===== src/rtl/proc_defs.sv =====
// Shared definitions for the processor core: jump condition codes and
// jump-unit state encodings, also used by the control-unit decoder.
package proc_defs;

  localparam logic [1:0] COND_ALWAYS = 2'b00;
  localparam logic [1:0] COND_Z      = 2'b01;
  localparam logic [1:0] COND_NZ     = 2'b10;
  localparam logic [1:0] COND_RSVD   = 2'b11;

  typedef enum logic [1:0] {
    JU_RUN     = 2'd0,
    JU_OPERAND = 2'd1,
    JU_FLUSH   = 2'd2
  } ju_state_e;

  // True when a jump with condition code c must be taken given zero flag z.
  function automatic logic cond_met(input logic [1:0] c, input logic z);
    logic r;
    r = 1'b0;
    case (c)
      COND_ALWAYS: r = 1'b1;
      COND_Z:      r = z;
      COND_NZ:     r = ~z;
      default:     r = 1'b0;
    endcase
    return r;
  endfunction

endpackage


===== src/rtl/pc_counter.sv =====
// Program counter register: load has priority over increment, and the
// count wraps modulo 2^WIDTH.
module pc_counter #(
  parameter int WIDTH = 8
) (
  input  logic             clk,
  input  logic             rstN,
  input  logic             load,
  input  logic [WIDTH-1:0] loadVal,
  input  logic             inc,
  output logic [WIDTH-1:0] count
);

  logic [WIDTH-1:0] r_count;

  // Counter register with synchronous active-low reset.
  always_ff @(posedge clk) begin
    if (!rstN) begin
      r_count <= '0;
    end else if (load) begin
      r_count <= loadVal;
    end else if (inc) begin
      r_count <= r_count + 1'b1;
    end
  end

  assign count = r_count;

endmodule


===== src/rtl/jump_unit.sv =====
// Conditional-jump resolver and PC owner. A jump request latches the
// condition and Z, steps the PC onto the operand word, waits for the
// operand, then either loads the target (taken pulse, then a flush
// cycle) or skips the operand word.
//
// Handshake: while busy=1 the decoder must hold off; jmpReq and incEn are
// ignored. In OPERAND, the operand is consumed in the first cycle where
// operandValid=1; there is no backpressure on the memory side.
module jump_unit
  import proc_defs::*;
#(
  parameter int WIDTH = 8
) (
  input  logic             clk,
  input  logic             rstN,
  input  logic             zFlag,
  input  logic             incEn,
  input  logic             jmpReq,
  input  logic [1:0]       cond,
  input  logic [WIDTH-1:0] operand,
  input  logic             operandValid,
  output logic [WIDTH-1:0] pc,
  output logic             busy,
  output logic             taken,
  output logic             flush,
  output ju_state_e        dbgState
);

  ju_state_e        r_state;
  ju_state_e        w_next;
  logic [1:0]       r_cond;
  logic             r_z;
  logic             r_taken;
  logic             w_take;
  logic             w_load;
  logic             w_inc;

  // Condition evaluated only from values latched in the request cycle.
  assign w_take = cond_met(r_cond, r_z);

  // State register.
  always_ff @(posedge clk) begin
    if (!rstN) begin
      r_state <= JU_RUN;
    end else begin
      r_state <= w_next;
    end
  end

  // Next-state logic. FLUSH lasts two cycles: the taken cycle, then the
  // flush cycle, so taken and flush are distinct pulses.
  always_comb begin
    w_next = r_state;
    case (r_state)
      JU_RUN:     if (jmpReq) w_next = JU_OPERAND;
      JU_OPERAND: if (operandValid) w_next = w_take ? JU_FLUSH : JU_RUN;
      JU_FLUSH:   w_next = r_taken ? JU_FLUSH : JU_RUN;
      default:    w_next = JU_RUN;
    endcase
  end

  // Output / PC-control logic; outputs depend only on registers.
  always_comb begin
    w_load = 1'b0;
    w_inc  = 1'b0;
    busy   = (r_state != JU_RUN);
    flush  = (r_state == JU_FLUSH) && !r_taken;
    case (r_state)
      JU_RUN:     w_inc = jmpReq | incEn;
      JU_OPERAND: begin
        if (operandValid) begin
          w_load = w_take;
          w_inc  = ~w_take;
        end
      end
      default: ;
    endcase
  end

  // Latch condition and Z in the request cycle.
  always_ff @(posedge clk) begin
    if (!rstN) begin
      r_cond <= COND_ALWAYS;
      r_z    <= 1'b0;
    end else if (r_state == JU_RUN && jmpReq) begin
      r_cond <= cond;
      r_z    <= zFlag;
    end
  end

  // One-cycle taken pulse in the cycle after the operand is accepted.
  always_ff @(posedge clk) begin
    if (!rstN) begin
      r_taken <= 1'b0;
    end else begin
      r_taken <= (r_state == JU_OPERAND) && operandValid && w_take;
    end
  end

  pc_counter #(.WIDTH(WIDTH)) u_pc (
    .clk     (clk),
    .rstN    (rstN),
    .load    (w_load),
    .loadVal (operand),
    .inc     (w_inc),
    .count   (pc)
  );

  assign taken    = r_taken;
  assign dbgState = r_state;

endmodule

===== config.mk =====
export PLATFORM = sky130hd
export DESIGN_NAME = jump_unit
export DESIGN_NICKNAME = d
export VERILOG_FILES = /design/src/rtl/proc_defs.sv /design/src/rtl/pc_counter.sv /design/src/rtl/jump_unit.sv
export SDC_FILE = /design/constraint.sdc
export NUM_CORES = 1
export LEC_CHECK = 0
export BUFFER_PORTS_ARGS = -buffer_cell sky130_fd_sc_hd__buf_4
export CAP_MARGIN = 10
export CORE_MARGIN = 1.5
export CORE_UTILIZATION = 53
export CTS_BUF_LIST = sky130_fd_sc_hd__clkbuf_2 sky130_fd_sc_hd__clkbuf_4 sky130_fd_sc_hd__clkbuf_8
export DETAILED_ROUTE_END_ITERATION = 8
export PLACE_DENSITY_LB_ADDON = 0.05
export RECOVER_POWER = 25
export SETUP_SLACK_MARGIN = 0.15
export SYNTH_ARGS = -nofsm -noshare
export SYNTH_HDL_FRONTEND = slang
export SYNTH_SLANG_ARGS = --single-unit

===== constraint.sdc =====
create_clock -name clk -period 3.34 [get_ports clk]
set_input_delay 0.668 -clock clk [delete_from_list [all_inputs] [get_ports clk]]
set_output_delay 0.668 -clock clk [all_outputs]
set_load 0.01 [all_outputs]

==> flow_summary.toml <==
[route]
drt_iter0_drc = 19
routedWlPerCell_um = 12.96
route.detailed.drc = 0
wl_mm = 1.776
vias_per_cell = 5.599
vias = 767
drtPass1Iterations = 4
final_antenna_net_count = 0

[placed_design]
hpwl_mm = 1.354
io_buffers = 28
dp.cells = 134
gp_congestion = 0.7164

[synthesis]
synthAdderAreaFrac_pct = 1.639
synth_area_per_cell_um2 = 8.119
synth-seq-cells = 14
synth_top_family_by_area = "simple AND/OR/NAND/NOR gates"
ys_seq_area_share_pct = 36.72
ys.flop_type = "dfxtp_1"
ys_async_sr_fraction_pct = 0
synthXorXnorAreaFrac_pct = 0
ys_types = 29
yosys.area.top_type = "dfxtp_1"
synth.area.top_cells = "dfxtp_1 37%, mux2i_1 12%, nor2_1 6.9%"
synth_edf_count = 0
yosys.area_share.simple_pct = 29.34
synthesis.area_um2 = 763.2
synth_warnings = 0
synth_cells = 94
syn-num-nets = 111
synth.top_cell.area_share_pct = 36.72
synth_compound_area_share_pct = 14.59
synthMuxAreaShare_pct = 13.77

[global_routing]
grt-ovfl-total = 0
grt_pass1_wl_mm = 2.566
grt_antenna_before_repair = 0
grt_max_degree = 12
grt_usage_pct = 23.79
grt_pass1_vias = 625

[worst_hold_path]
hold_class = "flop to flop"
holdPathStages = 2

[finish]
area_delta_synth_final_pct = 29.51
nets = 141
antennaDiodeCount = 0
fin_cells = 137
fillers = 113
final_common_cell = "buf_4"
final_cell_mix = "27 x buf_4, 14 x nor2_1, 14 x dfxtp_1"
drive_gt1_share_pct = 27.87

[floorplan]
rows = 13
die_h_um = 40.95
ios = 29
die_area_mm2 = 0.001677
start_util_pct = 57.93
die_x_um = 40.95
core_area_mm2 = 0.001318

[setup_path]
crit_arrival_ns = 2.08
critical-path-max-stage-delay_ns = 0.57
r2r_cells = 4
cp-start-kind = "flop"
crit_type = "flop to flop"
cp.required_ns = 3.52
endpoint_kind = "flop"
crit_fanout = 10
worstPathCellList = "mux2_1, or3_1, and4_4, a311o_1"
cpMaxStageDelayCell = "or3_1"

[clock_tree]
post_cts_resize_count = 0
cts_hold_buf = 0
clk_latency_ns = 0.29
cts_tree = "done"
clk_pin_slew_ns = 0.08
htree_levels = 1
post-cts-setup-buffer-count = 0
cts-root-buf = "clkbuf_4"
numCtsBuffers = 3
clkSinkCount = 14
clk_path_buf_depth = 2

[timing]
grt_setup_unrepaired = "no"
finalSetupViolations = 0
slew_viol_final = 0
tightest_slew_ns = 0.4530
hold_violations = 0
tns_ns = 0
slew_headroom_pct = 69.64
max_freq_ghz = 0.5263
min_period_ns = 1.900
fin_skew_ns = 0.001884
finalCritPeriodShare_pct = 56.88

[power_and_ir_drop]
power_density_mw_per_mm2 = 383.1
p_leak_nw = 0.4566
peakVddDrop_uv = 283.5

[status]
outcome = "finished clean"

[flow_run]
drv_cap = 0
## flip-flops by register name, indices dropped and copies added, names as in the netlist
name,flops
dbgState,2
r_cond,2
r_z,1
taken,1
u_pc.count,8
## layout make-up
cell class | instances | area, µm² | share of cell area, %
Clock buffer | 3 | 22.52 | 2.278
Inverter | 3 | 11.26 | 1.139
Multi-Input combinational cell | 74 | 449.2 | 45.44
Sequential cell | 14 | 280.3 | 28.35
Tap cell | 15 | 18.77 | 1.899
Timing Repair Buffer | 28 | 206.4 | 20.89
## report_power, final
group	internal, mW	total [mW]	leakage, nW	switching [mW]
clock network	0.0420	0.0987	0.0138	0.0567
logic	0.0453	0.0867	0.328	0.0414
registers	0.179	0.193	0.115	0.0148
total	0.266	0.379	0.457	0.113
## critical path: cells and delay by family (launching register included)
family | cells | cell delay, ns
mux | 1 | 0.38
simple gates | 2 | 0.80
flops | 1 | 0.35
compound gates | 1 | 0.26
## layer usage
layer / vias to the layer above / track usage [%] / routed length (µm)
li1: 394 / - / -
met1: 344 / 28.34 / 829
met2: 23 / 38.28 / 822
met3: 6 / 6.522 / 89
met4: 0 / 12.50 / 35
met5: - / 0 / 0
## metrics by stage
stage / setup slack [ns] / total power [mW] / area, µm² / hold slack [ns] / utilization, %
2_1_floorplan: 1.622 / 0.2460 / 763.2 / 0.4605 / -
3_3_place_gp: 1.387 / 0.2824 / 973.4 / 0.4773 / 73.88
3_5_place_dp: 1.355 / 0.2858 / 973.4 / 0.4868 / 73.88
4_1_cts: 1.465 / 0.3822 / 996.0 / 0.4995 / 75.59
5_1_grt: 1.327 / 0.3978 / 988.4 / 0.5295 / 75.02
6_report: 1.440 / 0.3787 / 988.4 / 0.5016 / 75.02
## cell families (layout without fill, tap and decap cells)
group                      Yosys count  count (layout)
muxes                               10              10
DFF                                 14              14
buffers and inverters                6              34
AOI/OAI and AO/OA                   18              18
adders and majority gates            1               1
and+or+nand+nor                     45              45
## path summary, 6_finish.rpt
check                                  start                          to  slack [ns]
setup reg to reg            r_z$_SDFFE_PN0P_  u_pc.count[7]$_SDFFE_PN0P_        1.44
hold reg to reg   u_pc.count[5]$_SDFFE_PN0P_  u_pc.count[5]$_SDFFE_PN0P_        0.50
hold / removal    u_pc.count[5]$_SDFFE_PN0P_  u_pc.count[5]$_SDFFE_PN0P_        0.50
setup / recovery            r_z$_SDFFE_PN0P_  u_pc.count[7]$_SDFFE_PN0P_        1.44
## cells in the mapped netlist (2+ instances only)
library cell,instances
inv_1,2
o22ai_1,4
dfxtp_1,14
or3_1,4
mux2i_1,9
nor3_2,2
nand2_1,11
nor3_1,4
nand3_1,3
nor2b_1,2
a21oi_1,6
nor2_1,14
o21ai_0,2
clkbuf_1,2
(Power assumes the default switching activity.)
